**config.mk**
```make
export PLATFORM = sky130hd
export DESIGN_NAME = sram64x128_ctrl
export DESIGN_NICKNAME = d
export VERILOG_FILES = /design/src/rtl/sram64x128_ctrl.sv
export SDC_FILE = /design/constraint.sdc
export NUM_CORES = 1
export LEC_CHECK = 0
export ABC_AREA = 1
export BUFFER_PORTS_ARGS = -buffer_cell sky130_fd_sc_hd__buf_2
export CORE_AREA = 2 2 206 208
export CTS_CLUSTER_DIAMETER = 200
export DETAILED_ROUTE_END_ITERATION = 8
export DIE_AREA = 0 0 208 210
export HOLD_SLACK_MARGIN = 0.05
export PLACE_DENSITY = 0.51
export SETUP_SLACK_MARGIN = 0.1
export SYNTH_ARGS = -nofsm -noshare
export SYNTH_HDL_FRONTEND = slang
export SYNTH_SLANG_ARGS = --single-unit
```
**constraint.sdc**
```tcl
create_clock -name clk -period 3.45 [get_ports clk]
set_clock_uncertainty 0.2 [all_clocks]
set_input_delay 0.8625 -clock clk [delete_from_list [all_inputs] [get_ports clk]]
set_output_delay 0.8625 -clock clk [all_outputs]
set_load 0.01 [all_outputs]
```
**src/rtl/sram64x128_ctrl.sv**
```systemverilog
// Initiator-side controller for a 64x128 single-port SRAM macro: request/response
// streams to registered CSB/WEB/OEB/A/I pin sequences, plus a zero-fill sweep.
module sram64x128_ctrl #(
    parameter int AW = 6,
    parameter int DW = 128
) (
    input  logic          clk,
    input  logic          rst_n,
    input  logic          req_valid,
    output logic          req_ready,
    input  logic          req_we,
    input  logic [AW-1:0] req_addr,
    input  logic [DW-1:0] req_wdata,
    output logic          rsp_valid,
    input  logic          rsp_ready,
    output logic [DW-1:0] rsp_rdata,
    input  logic          clr_start,
    output logic          clr_busy,
    output logic          clr_done,
    output logic [AW-1:0] sram_A,
    output logic [DW-1:0] sram_I,
    output logic          sram_CSB,
    output logic          sram_WEB,
    output logic          sram_OEB,
    input  logic [DW-1:0] sram_O
);

    // state     | meaning
    // S_IDLE    | no SRAM access this cycle, ready for a request
    // S_WR      | write pins driven this cycle, another request may follow
    // S_RD_ISS  | read pins driven this cycle, SRAM latches at next edge
    // S_RD_WAIT | OEB low, sram_O captured at next edge
    // S_RESP    | read data held on the response port until accepted
    // S_CLR     | zero-fill sweep, one word per cycle
    typedef enum logic [2:0] {
        S_IDLE,
        S_WR,
        S_RD_ISS,
        S_RD_WAIT,
        S_RESP,
        S_CLR
    } state_t;

    state_t        state_q, state_d;
    logic          csb_q, csb_d;
    logic          web_q, web_d;
    logic          oeb_q, oeb_d;
    logic [AW-1:0] a_q, a_d;
    logic [DW-1:0] i_q, i_d;
    logic [AW-1:0] cnt_q, cnt_d;
    logic          rsp_valid_q, rsp_valid_d;
    logic [DW-1:0] rdata_q, rdata_d;
    logic          clr_done_q, clr_done_d;
    logic          accept;

    assign req_ready = rst_n && (state_q == S_IDLE || state_q == S_WR) && !clr_start;
    assign accept    = req_valid && req_ready;

    always_comb begin
        state_d     = state_q;
        csb_d       = csb_q;
        web_d       = web_q;
        oeb_d       = oeb_q;
        a_d         = a_q;
        i_d         = i_q;
        cnt_d       = cnt_q;
        rsp_valid_d = rsp_valid_q;
        rdata_d     = rdata_q;
        clr_done_d  = 1'b0;
        unique case (state_q)
            S_IDLE, S_WR: begin
                if (clr_start) begin
                    state_d = S_CLR;
                    csb_d   = 1'b0;
                    web_d   = 1'b0;
                    a_d     = '0;
                    i_d     = '0;
                    cnt_d   = '0;
                end else if (accept && req_we) begin
                    state_d = S_WR;
                    csb_d   = 1'b0;
                    web_d   = 1'b0;
                    a_d     = req_addr;
                    i_d     = req_wdata;
                end else if (accept) begin
                    state_d = S_RD_ISS;
                    csb_d   = 1'b0;
                    web_d   = 1'b1;
                    a_d     = req_addr;
                end else begin
                    state_d = S_IDLE;
                    csb_d   = 1'b1;
                    web_d   = 1'b1;
                end
            end
            S_RD_ISS: begin
                state_d = S_RD_WAIT;
                csb_d   = 1'b1;
                oeb_d   = 1'b0;
            end
            S_RD_WAIT: begin
                state_d     = S_RESP;
                oeb_d       = 1'b1;
                rsp_valid_d = 1'b1;
                rdata_d     = sram_O;
            end
            S_RESP: begin
                if (rsp_ready) begin
                    state_d     = S_IDLE;
                    rsp_valid_d = 1'b0;
                end
            end
            S_CLR: begin
                // cnt_q always equals the address being cleared this cycle
                if (cnt_q == {AW{1'b1}}) begin
                    state_d    = S_IDLE;
                    csb_d      = 1'b1;
                    web_d      = 1'b1;
                    cnt_d      = '0;
                    clr_done_d = 1'b1;
                end else begin
                    cnt_d = cnt_q + 1'b1;
                    a_d   = cnt_q + 1'b1;
                end
            end
            default: begin
                state_d = S_IDLE;
                csb_d   = 1'b1;
                web_d   = 1'b1;
                oeb_d   = 1'b1;
            end
        endcase
    end

    always_ff @(posedge clk) begin
        if (!rst_n) begin
            state_q     <= S_IDLE;
            csb_q       <= 1'b1;
            web_q       <= 1'b1;
            oeb_q       <= 1'b1;
            a_q         <= '0;
            i_q         <= '0;
            cnt_q       <= '0;
            rsp_valid_q <= 1'b0;
            rdata_q     <= '0;
            clr_done_q  <= 1'b0;
        end else begin
            state_q     <= state_d;
            csb_q       <= csb_d;
            web_q       <= web_d;
            oeb_q       <= oeb_d;
            a_q         <= a_d;
            i_q         <= i_d;
            cnt_q       <= cnt_d;
            rsp_valid_q <= rsp_valid_d;
            rdata_q     <= rdata_d;
            clr_done_q  <= clr_done_d;
        end
    end

    assign sram_CSB  = csb_q;
    assign sram_WEB  = web_q;
    assign sram_OEB  = oeb_q;
    assign sram_A    = a_q;
    assign sram_I    = i_q;
    assign rsp_valid = rsp_valid_q;
    assign rsp_rdata = rdata_q;
    assign clr_busy  = (state_q == S_CLR);
    assign clr_done  = clr_done_q;

endmodule

```
==> reports/results.txt <==
clock network power share = 46.2%
setup tns final = 0 ns
DRT Wirelength = 39200 um
1st-pass router iterations = 7
Seq pwr share = 44.2%
vias = 10.7k
Post-synth ARST share = 0%
GR peak layer = met2
placed insts = 2265
EDFF count, synth = 0
WHS = 0.258 ns
CTS sink count = 276
top-area cell type share of the netlist area = 54.2%
Chip Width = 208 um
Comb power frac = 9.6%
CTS tree = yes
hold depth = 2
Leak = 6.44 nW
Crit path largest cell delay = 0.48 ns
RSZ-0062 raised after global routing = no
port buffer count = 536
register area share after synthesis = 54.2%
Fmax = 0.370 GHz
run status = finished clean
first-pass GRT wire length = 59300 um
grt total ovfl = 0
Final min period = 2.70 ns
Starting Density = 24.6%
synthesis-stage register bit count = 276
Crit-path slowest cell = dfxtp_1
met1 GRT Util = 20.3%
detailed-route DRC error count = 0
# Max-Cap Violations = 0
Slew HR = 35.4%
CP max FO = 9
total global-route track usage = 17.0%
Hold Path End = sram_I[48]
TritonCTS buffer count = 34
worst slew pin tran = 0.965 ns
Worst Setup Path Type = reg2out
Ys Warns = 0
post-route insts no fill = 2331
average wire per standard cell = 16.8 um
synth unique cells = 21
postcts setup bufs = 0
Clk Latency, worst-skew pair = 0.52 ns
Post-Syn Instances = 1289
post-route ant nets = 0
CTS H-tree lvls = 2
commonest cells in the netlist = nor2_1 (277), dfxtp_1 (276), nand2_1 (175)
1st-iter DRT viols = 538
NumNets Final = 2031
vias per cell = 4.61
Synth-to-Final Area Change = 40.5%
DP HPWL = 27700 um
# IOs = 537
hold path startpoint = sram_I[48]
number of gates resized after CTS = 0
count leader, synth = nor2_1
RR Startpoint = state_q[1]
Fin. Hold Viols = 0
FF-to-FF path depth = 9
initial antenna violation count = 11
cell family with most CP delay = flip-flops
chip height = 210 um
largest net degree at the start of global routing = 130
root buffer cell = clkbuf_16
clock-pin slew on the worst setup and hold paths = 0.06 ns
ratio of cells with drive above 1 in the final layout = 34.3%
Hold Buf Count CTS = 0
fill count = 4490
Crit. End Element = output pin
Final Max Tran Viols = 0
Tcrit/Tclk final = 78.3%
top post-synthesis cells by area = dfxtp_1 (54%), nor2_1 (10%), nand4_1 (7.8%)
Critical R2R Capture = sram_A[5]
Worst Setup Start Kind = flop
Sw Share = 25.4%
number of buffers and inverters on the critical path = 3
setup violators final = 0
reg2reg setup slack = 1.19 ns
Crit path depth = 4
Tot Pwr = 0.00749 W
CP most frequent cell = inv_1
routability congestion estimate from global placement = 0.810
Post-Syn Area = 10200 sq um
Worst EP required = 2.39 ns
crit path cell chain = inv_1 -> nand3_2 -> inv_1 -> buf_2
leading area contributor after synthesis = dfxtp_1
Psw = 0.00190 W
M3 GR Usage = 6.35%
core area = 41500 sq um
P per Cell Area = 522 nW/um^2
Hold Crit Class = reg2reg
CTS Buffer Depth = 3
Synth Area per Inst = 7.91 sq um
number of global-route vias before repair = 10.3k
maximum VDD drop = 0.000286 V
site row count = 75
Critical Path AT = 1.64 ns
Int Pwr = 0.00559 W
Synth Net Count = 1558
M2 GR Usage = 27.5%
full die area = 43700 sq um
Most used DFF post-synth = dfxtp_1
==> power groups by stage <==
| stage | registers [W] | logic [W] | clock network, W |
|---|---|---|---|
| after floorplan | 0.00341 | 0.000363 | 0 |
| after global placement | 0.00338 | 0.000727 | 0 |
| after detailed placement | 0.00338 | 0.000730 | 0 |
| after CTS | 0.00331 | 0.000732 | 0.00359 |
| after global routing | 0.00332 | 0.000801 | 0.00371 |
| final | 0.00331 | 0.000719 | 0.00346 |
==> worst register-to-register path, stage by stage, from the launching register on <==
cell,delay (ns)
dfxtp_1,0.38
nor2_4,0.15
nand2_2,0.10
nand2_4,0.24
buf_12,0.40
inv_1,0.27
nand2_1,0.19
nand2_1,0.09
nor2_1,0.10
nor2_1,0.04
==> cells in the final DEF (no fill, tap or decap), drive strengths merged <==
| master | instances |
|---|---|
| a21oi | 137 |
| buf | 551 |
| bufinv | 1 |
| clkbuf | 50 |
| clkinv | 8 |
| clkinvlp | 1 |
| dfxtp | 276 |
| diode | 4 |
| ha | 1 |
| inv | 21 |
| nand2 | 177 |
| nand3 | 17 |
| nand3b | 2 |
| nand4 | 128 |
| nor2 | 278 |
| nor3 | 1 |
| o21ai | 139 |
==> how the worst max path moves through the flow <==
stage               startpoint          to  slack [ns]
global placement     clr_start  sram_I[91]        0.70
finish              state_q[1]    clr_busy        0.75
CTS                 state_q[1]    clr_busy        0.73
global route        state_q[1]    clr_busy        0.63
detailed placement       rst_n   sram_A[5]        0.69
floorplan                rst_n   req_ready        1.30
==> metrics by stage <==
stage	setup WS [ns]	instance area [sq um]	util (%)
6_report	0.749	14300	34.6
5_1_grt	0.626	14300	34.5
4_1_cts	0.726	14300	34.5
3_5_place_dp	0.693	13200	31.9
3_3_place_gp	0.696	13200	31.9
2_1_floorplan	1.30	10200	-
==> sequential cells by signal, indices dropped and copies added, names as in the netlist, 3 cells and up <==
name,count
rsp_rdata,128
cnt_q,6
state_q,3
sram_I,128
sram_A,6
==> area by class of cell <==
type                            instances  area [sq um]  area share [%]
Clock inverter                         12           114           0.794
Antenna cell                            4          10.0          0.0698
Clock buffer                           50           971            6.77
Inverter                               19          78.8           0.550
Tap cell                              539           674            4.71
Timing Repair Buffer                  551          2900            20.2
Sequential cell                       276          5530            38.6
Multi-Input combinational cell        880          4060            28.3
==> kinds of logic (layout without fill, tap and decap cells) <==
group | count (synthesis) | after routing | synth area share [%]
other | 0 | 4 | 0
AND/OR/NAND/NOR | 603 | 603 | 25.9
flip-flops | 276 | 276 | 54.2
buffers and inverters | 133 | 632 | 6.21
AO/OA/AOI/OAI | 276 | 276 | 13.6
adder cells (fa/ha/maj) | 1 | 1 | 0.123
==> metal layers <==
layer / wire (um) / part of all wire [%] / vias to the layer above
met5: 11 / 0.028 / -
met4: 1270 / 3.2 / 2
met3: 3550 / 9.0 / 73
met2: 18100 / 46 / 414
met1: 16300 / 41 / 4949
li1: - / - / 5300
No activity file was read; power rests on OpenSTA's default activity.
